## src/rtl/adc_acq_pkg.sv

```systemverilog
// Shared types and constants for the AD9248 acquisition scheduler.
// Holds the FSM state encoding and the averaging-exponent clamp.
package adc_acq_pkg;

  localparam int DW_DEFAULT       = 14;
  localparam int MAX_LOG2_DEFAULT = 5;
  localparam int ACC_W            = DW_DEFAULT + MAX_LOG2_DEFAULT;

  typedef enum logic [1:0] {
    ST_IDLE,
    ST_SETTLE,
    ST_ACCUM,
    ST_OUT
  } state_t;

  function automatic logic [2:0] clamp_log2(input logic [2:0] log2,
                                            input logic [2:0] max_log2);
    return (log2 > max_log2) ? max_log2 : log2;
  endfunction

endpackage

```

## src/rtl/adc_rr_arb2.sv

```systemverilog
// Two-requester round-robin arbiter: on a tie the requester that did not
// win last time is granted; a lone requester is always granted.
module adc_rr_arb2 (
  input  logic [1:0] req,
  input  logic       rr_last,
  input  logic       enable,
  output logic [1:0] gnt,
  output logic       id
);

  always_comb begin
    // NOTE: every output gets a default first so no path leaves it unassigned (no latch).
    gnt = 2'b00;
    id  = 1'b0;
    if (enable) begin
      case (req)
        2'b01: begin
          gnt = 2'b01;
          id  = 1'b0;
        end
        2'b10: begin
          gnt = 2'b10;
          id  = 1'b1;
        end
        2'b11: begin
          id  = ~rr_last;
          gnt = rr_last ? 2'b01 : 2'b10;
        end
        default: ;
      endcase
    end
  end

endmodule

```

## src/rtl/adc_acq_sched.sv

```systemverilog
// Shares the AD9248 sample stream between two requesters: grants round-robin,
// drops settling samples, accumulates 2^log2 samples and returns the average.
module adc_acq_sched
  import adc_acq_pkg::*;
#(
  parameter int DW       = DW_DEFAULT,
  parameter int SETTLE   = 4,
  parameter int MAX_LOG2 = MAX_LOG2_DEFAULT
) (
  input  logic          clk,
  input  logic          sys_rst,
  input  logic          adc_valid,
  input  logic [DW-1:0] adc_data_a,
  input  logic [DW-1:0] adc_data_b,
  input  logic [1:0]    req,
  input  logic          req0_ch,
  input  logic [2:0]    req0_log2,
  input  logic          req1_ch,
  input  logic [2:0]    req1_log2,
  input  logic          abort,
  output logic [1:0]    gnt,
  output logic          busy,
  output logic          result_valid,
  output logic          result_id,
  output logic          result_ch,
  output logic [DW-1:0] result_data
);

  localparam int         AW    = DW + MAX_LOG2;
  localparam int         CW    = (MAX_LOG2 + 1 > 4) ? MAX_LOG2 + 1 : 4;
  localparam logic [2:0] MAX_L = 3'(MAX_LOG2);

  state_t          state;
  logic            rr_last;
  logic            sel_id;
  logic            sel_ch;
  logic [2:0]      sel_log2;
  logic [AW-1:0]   acc;
  logic [CW-1:0]   cnt;

  logic [1:0]      arb_gnt;
  logic            arb_id;
  logic [DW-1:0]   sample;
  logic [AW-1:0]   acc_sum;
  logic [CW-1:0]   cnt_inc;
  logic [CW-1:0]   acc_tgt;

  // Grants only in IDLE and never while reset is asserted.
  adc_rr_arb2 u_arb (
    .req     (req),
    .rr_last (rr_last),
    .enable  (state == ST_IDLE && !sys_rst),
    .gnt     (arb_gnt),
    .id      (arb_id)
  );

  assign gnt     = arb_gnt;
  assign busy    = (state != ST_IDLE);
  assign sample  = sel_ch ? adc_data_b : adc_data_a;
  assign acc_sum = acc + AW'(sample);
  assign cnt_inc = cnt + CW'(1);
  assign acc_tgt = CW'(1) << sel_log2;

  // NOTE: state registers use non-blocking assignments so every flop samples pre-edge values.
  always_ff @(posedge clk) begin
    if (sys_rst) begin
      state        <= ST_IDLE;
      rr_last      <= 1'b1;
      sel_id       <= 1'b0;
      sel_ch       <= 1'b0;
      sel_log2     <= '0;
      acc          <= '0;
      cnt          <= '0;
      result_valid <= 1'b0;
      result_id    <= 1'b0;
      result_ch    <= 1'b0;
      result_data  <= '0;
    end else begin
      result_valid <= 1'b0;
      case (state)
        ST_IDLE: begin
          if (|arb_gnt) begin
            rr_last  <= arb_id;
            sel_id   <= arb_id;
            sel_ch   <= arb_id ? req1_ch : req0_ch;
            sel_log2 <= clamp_log2(arb_id ? req1_log2 : req0_log2, MAX_L);
            acc      <= '0;
            cnt      <= '0;
            state    <= ST_SETTLE;
          end
        end
        ST_SETTLE: begin
          if (abort) begin
            state <= ST_IDLE;
          end else if (adc_valid) begin
            if (cnt_inc == CW'(SETTLE)) begin
              cnt   <= '0;
              state <= ST_ACCUM;
            end else begin
              cnt <= cnt_inc;
            end
          end
        end
        ST_ACCUM: begin
          // abort outranks the final strobe: no result is produced.
          if (abort) begin
            state <= ST_IDLE;
          end else if (adc_valid) begin
            acc <= acc_sum;
            cnt <= cnt_inc;
            if (cnt_inc == acc_tgt) begin
              state        <= ST_OUT;
              result_valid <= 1'b1;
              result_data  <= DW'(acc_sum >> sel_log2);
              result_id    <= sel_id;
              result_ch    <= sel_ch;
            end
          end
        end
        ST_OUT:  state <= ST_IDLE;
        default: state <= ST_IDLE;
      endcase
    end
  end

endmodule
```

## config.mk

```make
export PLATFORM = sky130hd
export DESIGN_NAME = adc_acq_sched
export DESIGN_NICKNAME = d
export VERILOG_FILES = /design/src/rtl/adc_acq_pkg.sv /design/src/rtl/adc_rr_arb2.sv /design/src/rtl/adc_acq_sched.sv
export SDC_FILE = /design/constraint.sdc
export NUM_CORES = 1
export LEC_CHECK = 0
export ABC_AREA = 1
export CAP_MARGIN = 10
export CORE_MARGIN = 3
export CORE_UTILIZATION = 55
export CTS_BUF_LIST = sky130_fd_sc_hd__clkbuf_8
export DETAILED_ROUTE_END_ITERATION = 6
export GPL_TIMING_DRIVEN = 0
export PLACE_DENSITY = 0.91
export SKIP_CTS_REPAIR_TIMING = 1
export SLEW_MARGIN = 20
export SYNTH_ARGS = -nofsm -noshare
export SYNTH_HDL_FRONTEND = slang
export SYNTH_SLANG_ARGS = --single-unit
```

## constraint.sdc

```tcl
create_clock -name clk -period 6.9 [get_ports clk]
set_input_delay 1.38 -clock clk [delete_from_list [all_inputs] [get_ports clk]]
set_output_delay 1.38 -clock clk [all_outputs]
set_load 0.01 [all_outputs]
```

======== After elaboration in Yosys (flattened, before gate mapping) ========
Index checks and enable logic that the tools add are counted.
storage, ports and cells
  register bits ........................... 50
  word-level logic and storage cells ...... 79
  output and inout port bits .............. 20
  input port bits ......................... 42
cells by class
  bitwise logic cells ..................... 4
  add/subtract/negate cells ............... 2
  multiplexer cells ....................... 29
  eq/ne operators ......................... 17
  shift-type cells ........................ 2
  reduce and logical (&&, ||, !) cells .... 13
  order comparisons ....................... 1
operators by type and width
  kind                                                 count
  two-way mux 19 bit                                   3
  case mux 19 bit (2 select lines)                     1
  two-way mux 6 bit                                    6
  adder 19 x 14 -> 19 bit                              1
  right shift 19 x 3 -> 14 bit                         1
  two-way mux 2 bit                                    9
  case mux 6 bit (3 select lines)                      1
  two-way mux 14 bit                                   1
  inequality test 3 bit, second input constant         4
  equality test 2 bit, second input constant           4
  inequality test 2 bit, second input constant         4
  case mux 2 bit (4 select lines)                      1
  AND reduction 4 bit                                  2
  adder 6 x 1 -> 6 bit, second input constant          1
  equality test 6 x 3 -> 1 bit, second input constant  1
  equality test 6 bit                                  1
  two-way mux 3 bit                                    2
  case mux 2 bit (3 select lines)                      1
  AND reduction 6 bit                                  1
  << shifter 1 x 3 -> 6 bit, first input constant      1
  AND reduction 5 bit                                  1
  equality test 2 x 1 -> 1 bit, second input constant  2
  NOT 1 bit                                            4
  nonzero test 2 bit                                   2
  11 further kinds                                     13

======== Longest topological paths before layout ========
Gate-level depths: netlist of the first run.
  depth after elaboration ................. 6
  depth in mapped cells ................... 19
  depth with buffers taken out ............ 18

======== By module ========
A second synthesis of the first run with hierarchy kept.
second synthesis, totals
  cells, all modules ...................... 699
  area, all modules ....................... 4,166.5 um2
by module, submodules not included
  module         cells each  area each (um2)  sequential area each (um2)  instances
  adc_acq_sched  693         4,140.2          1,001.0                     1
  adc_rr_arb2    6           26.3             0.0                         1

======== Least setup slack after synthesis of the first run ========
Ideal clock, no wire load.
  path type ............................... in2out
  start ................................... input port sys_rst
  end ..................................... output port gnt[0]
  required time ........................... 5.520 ns
  path buffers ............................ 1
  slack ................................... 3.527 ns
  stages on the path ...................... 4
  arrival time ............................ 1.993 ns
  path through ............................ buf_6 inv_6 nand2_2 a21oi_1
between the ends
  word-level cells in the longest chain between the ends .. 3
ends and longest elaborated chain
  item               RTL line             RTL
  start, declared    adc_acq_sched.sv:11  input logic sys_rst,
  logical NOT 1 bit  adc_acq_sched.sv:52  .enable (state == ST_IDLE && !sys_rst),
  logical AND 1 bit  adc_acq_sched.sv:52
  two-way mux 2 bit  adc_rr_arb2.sv:15    if (enable) begin
  end, declared      adc_acq_sched.sv:21  output logic [1:0] gnt,
No other way between the ends.

======== Worst setup path after layout of the first run ========
  start ................................... input port req[0]
  end ..................................... output port gnt[0]
between the ends
  word-level cells in the longest chain between the ends .. 3
  elaborated cells between the ends (all ways) .. 5
  those cells by class .................... eq/ne: 3; mux: 2
ends and longest elaborated chain
  item                                                                 RTL line             RTL
  start, declared                                                      adc_acq_sched.sv:15  input logic [1:0] req,
  equality test 2 bit or equality test 2 x 1 -> 1 bit (tied branches)  adc_rr_arb2.sv:16    case (req)
  case mux 2 bit (3 select lines) *                                    adc_rr_arb2.sv:16
  two-way mux 2 bit *                                                  adc_rr_arb2.sv:15
Every way passes the cells marked *; elsewhere a longest branch is shown, timed or not.

==> impl_metrics.ini, run 1 <==
[run_status]
status = finished, final reports clean

[floorplan]
fp.dieW_um = 92.66
core-area_mm2 = 0.007019
die_height_um = 92.66
rows = 30
start_util_pct = 58.84
io_pins = 62
die_area_mm2 = 0.008585

[detailed_routing]
drtAntennaViolNets = 0
vias_per_cell = 5.551
drt-initial-drc-count = 400
drt_wl_total_um = 11690
drt_pass1_iterations = 5
drc = 0
wl_per_cell_um = 13.96
vias = 4646

[pwr]
ir_worst_vdd_uv = 209.5
p_leak_uw = 0.002257
finalPower_uw = 1233
p_per_area_mw_per_mm2 = 249.9

[worst_setup_path]
cp-end-kind = output pin
cp_top_family = buffers and inverters
crit_arrival_ns = 2.89
cp_slowest_stage_delay_ns = 0.62
crit_fanout = 3
slowest_stage = clkdlybuf4s50_1
critPathRequiredTime_ns = 5.52
worst-path-buf-inv = 2
start_kind = input pin
critPathKind = input pin to output pin
path_common_cell = clkdlybuf4s50_1
cp_cell_sequence = clkdlybuf4s50_1 -> nand2_1 -> a21oi_1 -> clkdlybuf4s50_1

[clock_network]
h-tree-depth = 2
clkLatencyLatePin_ns = 0.31
cts_buffer_depth = 2
clk_pin_slew_ns = 0.09
cts-root-buf = clkbuf_8
cts_tree = done
numCtsBuffers = 5
cts_sinks = 50

[synth]
ys.warnings.count = 0
synth-xor-area-share_pct = 2.545
synth.mux.area_fraction_pct = 3.817
synth-simple-area-share_pct = 40.59
yosysUniqueCellTypes = 39
synthAdderAreaFrac_pct = 6.241
synth_top_family_by_area = simple AND/OR/NAND/NOR gates
ys_seq_area_share_pct = 24.24
netlist_instances = 674
synth_nets = 736
synth_area_mm2 = 0.004130
synth_seq_cells = 50
synth-compound-area-share_pct = 11.51
avgSynthCellArea_um2 = 6.128

[timing]
final_max_slew_viol_count = 0
fin_worst_skew_ns = 0.01251
clock.fmax_mhz = 234.0
tns_ns = 0
hold_viol = 0
worst_slew_pin_slew_ns = 0.7253
timing.final.crit_share_pct = 61.92
rsz0062_at_grt = no
slew_headroom_pct = 51.65
final.min_clock_period_ns = 4.273
worst_slack_ns = 2.627
setup_viol = 0

[cells_and_area]
final_cell_mix = nand2_1, nand3_1, inv_1, clkdlybuf4s50_1, nor2_1
n_antenna_cell = 0
fin_area_mm2 = 0.004935
area_growth_pct = 19.48
final_common_cell = nand2_1
final_core_util_pct = 70.30
nNetsFinal = 803
drive_gt1_share_pct = 6.883

[grt]
grt_pass1_wl_um = 20050
antenna_found_initial = 0
grt_max_degree = 16
track_usage_pct = 28.22
grt_overflow = 0
grt_pass1_vias = 4473

[place]
port_buffers = 60
hpwl_um = 9380
globalplace.congestion = 0.9710
dpl_worst_slack_ns = 2.625
placement.cell_area_mm2 = 0.004851

[hold_path]
hp-class = flip-flop to flip-flop

[job]
max-cap-violations = 0
power breakdown:
part / internal (µW) / total [µW] / switching, µW
Combinational: 266 / 715 / 449
Clock: 69.6 / 174 / 104
Sequential: 322 / 344 / 22.1
Total: 658 / 1230 / 575
synthesized netlist by cell type, drive strengths merged:
library cell	instances	area, µm²
a22oi	2	15.01
nand4	6	37.54
nor3	7	35.03
nor2	62	245.2
nor3b	1	18.77
o211ai	1	21.27
fa	1	20.02
buf	12	81.32
nand3b	7	52.55
nand2	195	742.0
a21oi	47	246.5
a22o	1	8.760
clkbuf	11	41.29
a31oi	3	18.77
mux2	14	157.7
a221oi	1	8.760
and2	4	25.02
xor2	12	105.1
inv	84	322.8
o21ai	23	118.9
dfxtp	50	1001
ha	19	237.7
a211oi	4	30.03
nand3	103	520.5
clkinv	3	11.26
o31ai	1	7.510
logic make-up after synthesis:
group	after synthesis
and+or+nand+nor	385
buffers and inverters	110
AOI/OAI and AO/OA	83
DFF	50
adders and majority gates	20
muxes	14
xor gates and xnor gates	12
flip-flops by register name (all words and copies together) (netlist names):
signal        count
acc              19
cnt               6
result_ch         1
result_data      14
result_id         1
result_valid      1
rr_last           1
sel_ch            1
sel_id            1
sel_log2          3
state             2
worst paths after layout:
kind / slack (ns) / from / to / cells after the start
worst max register to register: 3.36 / sel_ch / result_data[8] / 18
worst min-delay path: 0.47 / rr_last / rr_last / 2
worst min register to register: 0.47 / rr_last / rr_last / 2
worst max-delay path: 2.63 / req[0] / gnt[0] / 4
per-layer routing:
metal	track usage [%]	share of wire (%)	vias to the layer above
li1	-	-	2321
met1	36.43	43	2124
met3	3.493	5.5	33
met5	0	0	-
met2	48.22	49	168
met4	10.26	2.9	0
cell type report:
cell class | count | area, µm²
clock buffers | 5 | 68.82
inverters | 87 | 334.1
fillers | 648 | 2085
plain buffers | 23 | 122.6
multi-input cells | 514 | 2673
flip-flops and latches | 50 | 1001
clock inverters | 2 | 15.01
repair buffers | 60 | 600.6
well taps | 96 | 120.1
per-stage QoR:
step                cells  hold slack (ns)
floorplan             674           0.4287
global placement      830           0.4489
detailed placement    830           0.4527
CTS                   837           0.4734
global route          837           0.4914
finish                837           0.4694
worst reg2reg max path, delay by kind of cell, from the launching register on:
family | cells | cell delay (ns)
compound gates | 1 | 0.27
fa+ha+maj | 1 | 0.35
buf+inv | 2 | 0.97
flops | 1 | 0.32
mux | 1 | 0.42
simple gates | 13 | 1.12
Note: power is estimated with default switching activity, not from simulation.
==> run 2: changes to the inputs <==
- clock period: 6.9 -> 4.4 ns (I/O delays scaled with it)
==> results of run 2 <==
The final DEF is identical to that of run 1. Status: finished, final reports clean.
Among the figures that moved: setup slack after placement 2.625 ns -> 0.8212 ns; clock-pin slew on the worst setup and hold paths 0.09 ns -> 0.10 ns; setup slack after layout 2.627 ns -> 0.8589 ns; start point of the critical path req[0] -> sel_ch; end point of the critical path gnt[0] -> result_data[8]; register-to-register setup slack 3.36 ns -> 0.86 ns; total power 1233 µW -> 1934 µW; worst IR drop on VDD 209.5 µV -> 328.5 µV
